File: src/rtl/rv32_bus_pkg.sv
// Shared types and constants for the rv32 memory-bus arbiter.
//   arb_state_t : arbiter FSM state
//   grant_t     : arbitration winner of the current IDLE cycle
//   BE_WORD     : full-word byte enable used by instruction fetches
package rv32_bus_pkg;

  typedef enum logic [1:0] {
    IDLE    = 2'd0,
    GRANT_I = 2'd1,
    GRANT_D = 2'd2
  } arb_state_t;

  typedef enum logic [1:0] {
    GRANT_NONE  = 2'd0,
    GRANT_INSTR = 2'd1,
    GRANT_DATA  = 2'd2
  } grant_t;

  localparam logic [3:0] BE_WORD = 4'hF;

endpackage

File: src/rtl/rv32_mod_bus_timeout.sv
// Bus transaction watchdog.
//   clk, reset : clock, asynchronous active-low reset
//   clear      : zero the count (held while the arbiter is idle)
//   enable     : count one waiting cycle
//   expired    : count has reached TIMEOUT_CYCLES (never set when TIMEOUT_CYCLES = 0)
module rv32_mod_bus_timeout #(
  parameter int unsigned TIMEOUT_CYCLES = 16
) (
  input  logic clk,
  input  logic reset,
  input  logic clear,
  input  logic enable,
  output logic expired
);

  localparam int unsigned CW = (TIMEOUT_CYCLES > 0) ? $clog2(TIMEOUT_CYCLES + 1) : 1;

  logic [CW-1:0] count;

  // Count stops at the limit so it can never wrap back below it.
  always_ff @(posedge clk or negedge reset) begin
    if (!reset) begin
      count <= '0;
    end else if (clear) begin
      count <= '0;
    end else if (enable && !expired) begin
      count <= count + CW'(1);
    end
  end

  assign expired = (TIMEOUT_CYCLES != 0) && (count == CW'(TIMEOUT_CYCLES));

endmodule

File: src/rtl/rv32_mod_bus_arbiter.sv
// Two-master (fetch, load/store) to one-slave memory bus arbiter.
// A granted transaction owns the bus until the slave acks/errors or the
// watchdog fires; data wins ties unless the fetch has been starved.
//   clk, reset          : clock, asynchronous active-low reset
//   instr_*             : fetch master (req/addr in, ack/err/data_o out)
//   data_*              : load/store master (req/wr/be/addr/data_i in, ack/err/data_o out)
//   bus_*               : slave side (req/wr/be/addr/data_o out, data_i/ack/err in)
module rv32_mod_bus_arbiter
  import rv32_bus_pkg::*;
#(
  parameter int unsigned TIMEOUT_CYCLES  = 16,
  parameter int unsigned MAX_DATA_STREAK = 4
) (
  input  logic        clk,
  input  logic        reset,
  input  logic        instr_req,
  input  logic [31:0] instr_addr,
  output logic        instr_ack,
  output logic        instr_err,
  output logic [31:0] instr_data_o,
  input  logic        data_req,
  input  logic        data_wr,
  input  logic [3:0]  data_be,
  input  logic [31:0] data_addr,
  input  logic [31:0] data_data_i,
  output logic        data_ack,
  output logic        data_err,
  output logic [31:0] data_data_o,
  output logic        bus_req,
  output logic        bus_wr,
  output logic [3:0]  bus_be,
  output logic [31:0] bus_addr,
  output logic [31:0] bus_data_o,
  input  logic [31:0] bus_data_i,
  input  logic        bus_ack,
  input  logic        bus_err
);

  localparam int unsigned SW = (MAX_DATA_STREAK > 0) ? $clog2(MAX_DATA_STREAK + 1) : 1;

  arb_state_t    state;
  grant_t        winner;
  logic [SW-1:0] streak;
  logic          granted;
  logic          grant_i;
  logic          grant_d;
  logic          expired;
  logic          resp_ack;
  logic          resp_err;
  logic          streak_full;

  assign granted     = (state != IDLE);
  assign grant_i     = (state == GRANT_I);
  assign grant_d     = (state == GRANT_D);
  assign streak_full = (streak == SW'(MAX_DATA_STREAK));

  // Arbitration: data by default, fetch once the data streak is exhausted.
  always_comb begin
    winner = GRANT_NONE;
    if (state == IDLE) begin
      if (data_req && (!instr_req || !streak_full)) begin
        winner = GRANT_DATA;
      end else if (instr_req) begin
        winner = GRANT_INSTR;
      end
    end
  end

  // Slave response beats the watchdog; err beats ack.
  assign resp_err = granted && (bus_err || (!bus_ack && expired));
  assign resp_ack = granted && bus_ack && !bus_err;

  assign instr_ack    = grant_i && resp_ack;
  assign instr_err    = grant_i && resp_err;
  assign data_ack     = grant_d && resp_ack;
  assign data_err     = grant_d && resp_err;
  assign instr_data_o = grant_i ? bus_data_i : 32'h0;
  assign data_data_o  = grant_d ? bus_data_i : 32'h0;
  assign bus_req      = granted;

  rv32_mod_bus_timeout #(
    .TIMEOUT_CYCLES(TIMEOUT_CYCLES)
  ) u_timeout (
    .clk    (clk),
    .reset  (reset),
    .clear  (state == IDLE),
    .enable (granted && !bus_ack && !bus_err),
    .expired(expired)
  );

  // Arbiter FSM, captured bus request and starvation streak.
  always_ff @(posedge clk or negedge reset) begin
    if (!reset) begin
      state      <= IDLE;
      streak     <= '0;
      bus_wr     <= 1'b0;
      bus_be     <= 4'h0;
      bus_addr   <= 32'h0;
      bus_data_o <= 32'h0;
    end else begin
      case (state)
        IDLE: begin
          case (winner)
            GRANT_INSTR: begin
              state      <= GRANT_I;
              bus_addr   <= instr_addr;
              bus_wr     <= 1'b0;
              bus_be     <= BE_WORD;
              bus_data_o <= 32'h0;
              streak     <= '0;
            end
            GRANT_DATA: begin
              state      <= GRANT_D;
              bus_addr   <= data_addr;
              bus_wr     <= data_wr;
              bus_be     <= data_be;
              bus_data_o <= data_data_i;
              if (!instr_req) begin
                streak <= '0;
              end else if (!streak_full) begin
                streak <= streak + SW'(1);
              end
            end
            default: begin
              if (!instr_req) begin
                streak <= '0;
              end
            end
          endcase
        end
        GRANT_I, GRANT_D: begin
          if (bus_ack || bus_err || expired) begin
            state <= IDLE;
          end
        end
        default: state <= IDLE;
      endcase
    end
  end

endmodule

File: config.mk
export PLATFORM = sky130hd
export DESIGN_NAME = rv32_mod_bus_arbiter
export DESIGN_NICKNAME = d
export VERILOG_FILES = /design/src/rtl/rv32_bus_pkg.sv /design/src/rtl/rv32_mod_bus_timeout.sv /design/src/rtl/rv32_mod_bus_arbiter.sv
export SDC_FILE = /design/constraint.sdc
export NUM_CORES = 1
export LEC_CHECK = 0
export CAP_MARGIN = 20
export CORE_MARGIN = 2
export CORE_UTILIZATION = 39
export DETAILED_ROUTE_END_ITERATION = 8
export PLACE_DENSITY = 0.87
export SYNTH_ARGS = -nofsm -noshare
export SYNTH_HDL_FRONTEND = slang
export SYNTH_SLANG_ARGS = --single-unit
File: constraint.sdc
create_clock -name clk -period 6.5 [get_ports clk]
set_input_delay 1.3 -clock clk [delete_from_list [all_inputs] [get_ports clk]]
set_output_delay 1.3 -clock clk [all_outputs]
set_load 0.01 [all_outputs]
==> results.md <==
Timing:
- Setup violations remaining at the end of the flow were counted as 0.
- The final count of pins violating max slew is 0.
- For the final database, setup skew stands at 0.0149 ns.
- The relative slew slack is 28.3%.
- The final-layout setup total negative slack is 0 ns.
- The final-report hold violation count is 0.
- Subtracting the final worst setup slack from the clock period gives 4.03 ns.
- The peak clock frequency supported by timing is 248 MHz.
- The share of the cycle needed by the critical path after routing is 62.1%.
- Setup repair after global routing left no endpoint under its margin.
- On the final layout, the worst hold slack is 0.465 ns.
- The slew of the pin with the lowest slew margin is 1.08 ns.

Die:
- For this configuration, the core starts out at a cell density of 39.8%.
- Pin placement for this block handled 277 I/O pins.
- The die covers 11300 sq um.
- The standard cell core area is 10300 sq um.
- The die extent in x is 106 um.
- The vertical die dimension is 106 um.
- The floorplan has 37 rows.

Min path:
- The min-delay analysis places its worst path in the category reg -> reg.
- The worst hold path begins at bus_data_o[12].

Placed design:
- At the end of routability-driven placement, the weighted congestion stood at 0.849.
- Input and output buffers added on the ports amount to 276.
- The post-detailed-placement half-perimeter wirelength is 10500 um.

Logic synthesis:
- The synthesized netlist devotes 7.00% of its cell area to compound gates.
- The proportion of synthesized flip-flops having asynchronous set or reset is 100%.
- In the synthesized netlist the dominant register cell turns out to be sky130_fd_sc_hd__dfrtp_1.
- In this run the biggest area consumer among cell types represents 48.3% of the synthesized area.
- Sorting the synthesized cells by how often they occur yields sky130_fd_sc_hd__nand2_1, sky130_fd_sc_hd__dfrtp_1, sky130_fd_sc_hd__and2_1.
- The part of the Yosys area used for sequential elements is 48.3%.
- The number of nets handed over by synthesis was 607.
- Multiplexer cells account for 8.59% of the synthesized area.
- Ranked by total cell area, the synthesized netlist is headed by sky130_fd_sc_hd__dfrtp_1, sky130_fd_sc_hd__and2_1, sky130_fd_sc_hd__nand2_1.
- The post-synthesis average cell area is 8.94 sq um.
- Synthesis inferred 79 register bits.
- The combined area of all synthesized cells is 4090 sq um.
- During synthesis, Yosys emitted a total of 0 warnings.
- By area, the combinational part of the netlist is dominated by simple AND/OR/NAND/NOR gates.
- The leading cell type by number of instances after synthesis is sky130_fd_sc_hd__nand2_1.
- The synthesized-area fraction occupied by xor and xnor cells is 0%.
- The synthesized netlist devotes 3.06% of its cell area to adder and majority cells.
- The cell type with the largest total area after synthesis is sky130_fd_sc_hd__dfrtp_1.
- The distinct cell type count of the synthesized netlist is 31.
- The simple-gate portion of the synthesized area is 28.2%.
- The synthesized design contains 0 enable-type register cells.
- The synthesized instance count is 458.

Outcome:
- The flow ran to the end, and the final reports show no timing, DRC or antenna violations.

Detailed routing:
- The routed via count is 4116.
- In the routed layout, each cell is associated on average with a via count of 4.83.
- The number of violations reported at the end of detailed-routing iteration 0 is 167.
- The number of detailed-route iterations in the first pass is 7.
- In the routed design, unresolved DRC markers number 0.
- Once detail routing completed, the nets flagged for antenna violations numbered 0.
- In the final routed layout, each cell accounts on average for 15.7 um.
- The routed wire length is 13400 um.

Critical path:
- STA classifies the critical path startpoint as an input pin.
- The required time reported for the critical path endpoint is 5.20 ns.
- On the critical path, the stage with the largest delay is an instance of sky130_fd_sc_hd__clkdlybuf4s50_1.
- In this run the critical register-to-register path is launched from state[1].
- The critical path goes through clkdlybuf4s50_1 -> inv_1 -> a21oi_1 -> nor2_1 -> clkdlybuf4s50_1.
- The kind of end point of the critical path is an output port.
- The critical path is of the in -> out type.
- Along the worst path, the maximum fanout reaches 9.
- In this design, the stage delay of the slowest critical-path cell is 0.60 ns.
- For the worst setup path, the data arrival time is 2.73 ns.
- The launching element of the worst setup path is bus_ack.
- The cell that appears most often on the critical path is sky130_fd_sc_hd__clkdlybuf4s50_1.

CTS:
- TritonCTS built the clock tree.
- The total clock buffers created by CTS is 9.
- The number of gates resized after CTS was 0.
- The clock tree buffer depth is 2.
- The library cell used as clock root buffer is sky130_fd_sc_hd__clkbuf_8.
- The maximum level of the CTS H-tree is 3.
- The buffer count from post-CTS setup fixing is 0.
- The source-to-sink clock delay at the later pin of the worst-skew pair is 0.34 ns.
- In this run, post-CTS hold repair placed 0 buffers.
- The CTS sink count is 79.
- The clock transition at the registers of the reported paths is 0.07 ns.

Global route:
- The global-route wire length before repair is 21000 um.
- The residual overflow from global routing is 0.
- For this run, the total global-route usage over all layers was measured as 23.6%.
- The via count of the first global-routing pass is 4194.
- The initial antenna violation count is 0.
- Entering global routing, the biggest net connects 98 pins.

Cells and area:
- The layout filler cell count is 803.
- The antenna diode instance count is 0.
- The number of nets in the final layout is 862.
- Compared with the post-synthesis result, the final layout area differs by 73.9%.
- The post-route netlist has 3.35% of its cells at a drive strength greater than 1.

Power:
- The leakage power summed over all cells is 3.13 nW.
- The power density over the cells is 365 nW/um^2.
- Across the VDD grid, the largest voltage drop is 0.220 mV.

Run:
- Across the run, the number of max-cap violations was 0.
[worst max-delay path, delay by kind of cell]
| family | cells | cell delay [ns] |
|---|---|---|
| buffers and inverters | 3 | 1.17 |
| AO/OA/AOI/OAI | 1 | 0.19 |
| AND/OR/NAND/NOR | 1 | 0.07 |
[stage by stage]
| step | setup WS [ns] | instance area, sq um | power [mW] | util [%] | cells |
|---|---|---|---|---|---|
| floorplan | 3.47 | 4090 | 1.47 | - | 458 |
| global placement | 2.49 | 6900 | 2.19 | 67.2 | 837 |
| detailed placement | 2.47 | 6900 | 2.24 | 67.2 | 837 |
| CTS | 2.46 | 7110 | 2.64 | 69.2 | 852 |
| global route | 2.36 | 7120 | 2.78 | 69.3 | 853 |
| finish | 2.47 | 7120 | 2.60 | 69.3 | 853 |
[area by class of cell]
class                           instances  area [sq um]  area share [%]
Tap cell                              136           170            2.39
Inverter                               14          52.6           0.738
Timing Repair Buffer                  278          2770            39.0
Clock buffer                           10           128            1.79
Sequential cell                        79          1980            27.8
Multi-Input combinational cell        331          1930            27.2
Clock inverter                          5          83.8            1.18
[sequential cells by signal, summed over array words and instances (netlist names)]
name / flops
streak: 3
bus_wr: 1
bus_be: 4
bus_addr: 32
state: 2
bus_data_o: 32
u_timeout.count: 5
[path summary, 6_finish.rpt]
path	endpoint	slack [ns]	cells past startpoint
max	data_err	2.47	5
min reg2reg	bus_data_o[12]	0.47	2
max in group asynchronous	bus_data_o[11]	4.75	1
max reg2reg	streak[2]	3.64	7
min	bus_data_o[12]	0.47	2
min in group asynchronous	bus_addr[0]	1.11	1
[kinds of logic (layout without fill, tap and decap cells)]
logic type | after synthesis | count (layout)
mux | 35 | 35
compound gates | 51 | 51
buf+inv | 48 | 307
simple gates | 235 | 235
fa+ha+maj | 10 | 10
flops | 79 | 79
[cell usage in the layout (no fill, tap or decap), drive strengths merged, types with 3 or more instances in the layout]
| master | count |
|---|---|
| ha | 10 |
| o21ai | 36 |
| a21oi | 5 |
| a31oi | 4 |
| nand2 | 106 |
| and2 | 64 |
| clkdlybuf4s50 | 275 |
| nor2 | 10 |
| inv | 14 |
| buf | 3 |
| dfrtp | 79 |
| nand2b | 3 |
| clkbuf | 10 |
| nand3 | 38 |
| mux2i | 34 |
[per-layer routing]
metal | track usage (%) | vias to the layer above | wire [um] | share of wire (%)
met5 | 0 | - | 0 | 0
li1 | - | 2010 | - | -
met3 | 8.58 | 20 | 1240 | 9.2
met4 | 7.98 | 0 | 293 | 2.2
met1 | 24.0 | 1915 | 4770 | 36
met2 | 44.4 | 171 | 7130 | 53
[where the power goes]
part / total (mW) / switching [mW] / internal, mW
combinational: 1.43 / 0.710 / 0.719
sequential: 0.781 / 0.0995 / 0.681
clock: 0.388 / 0.173 / 0.215
Note: power is estimated with default switching activity, not from simulation.
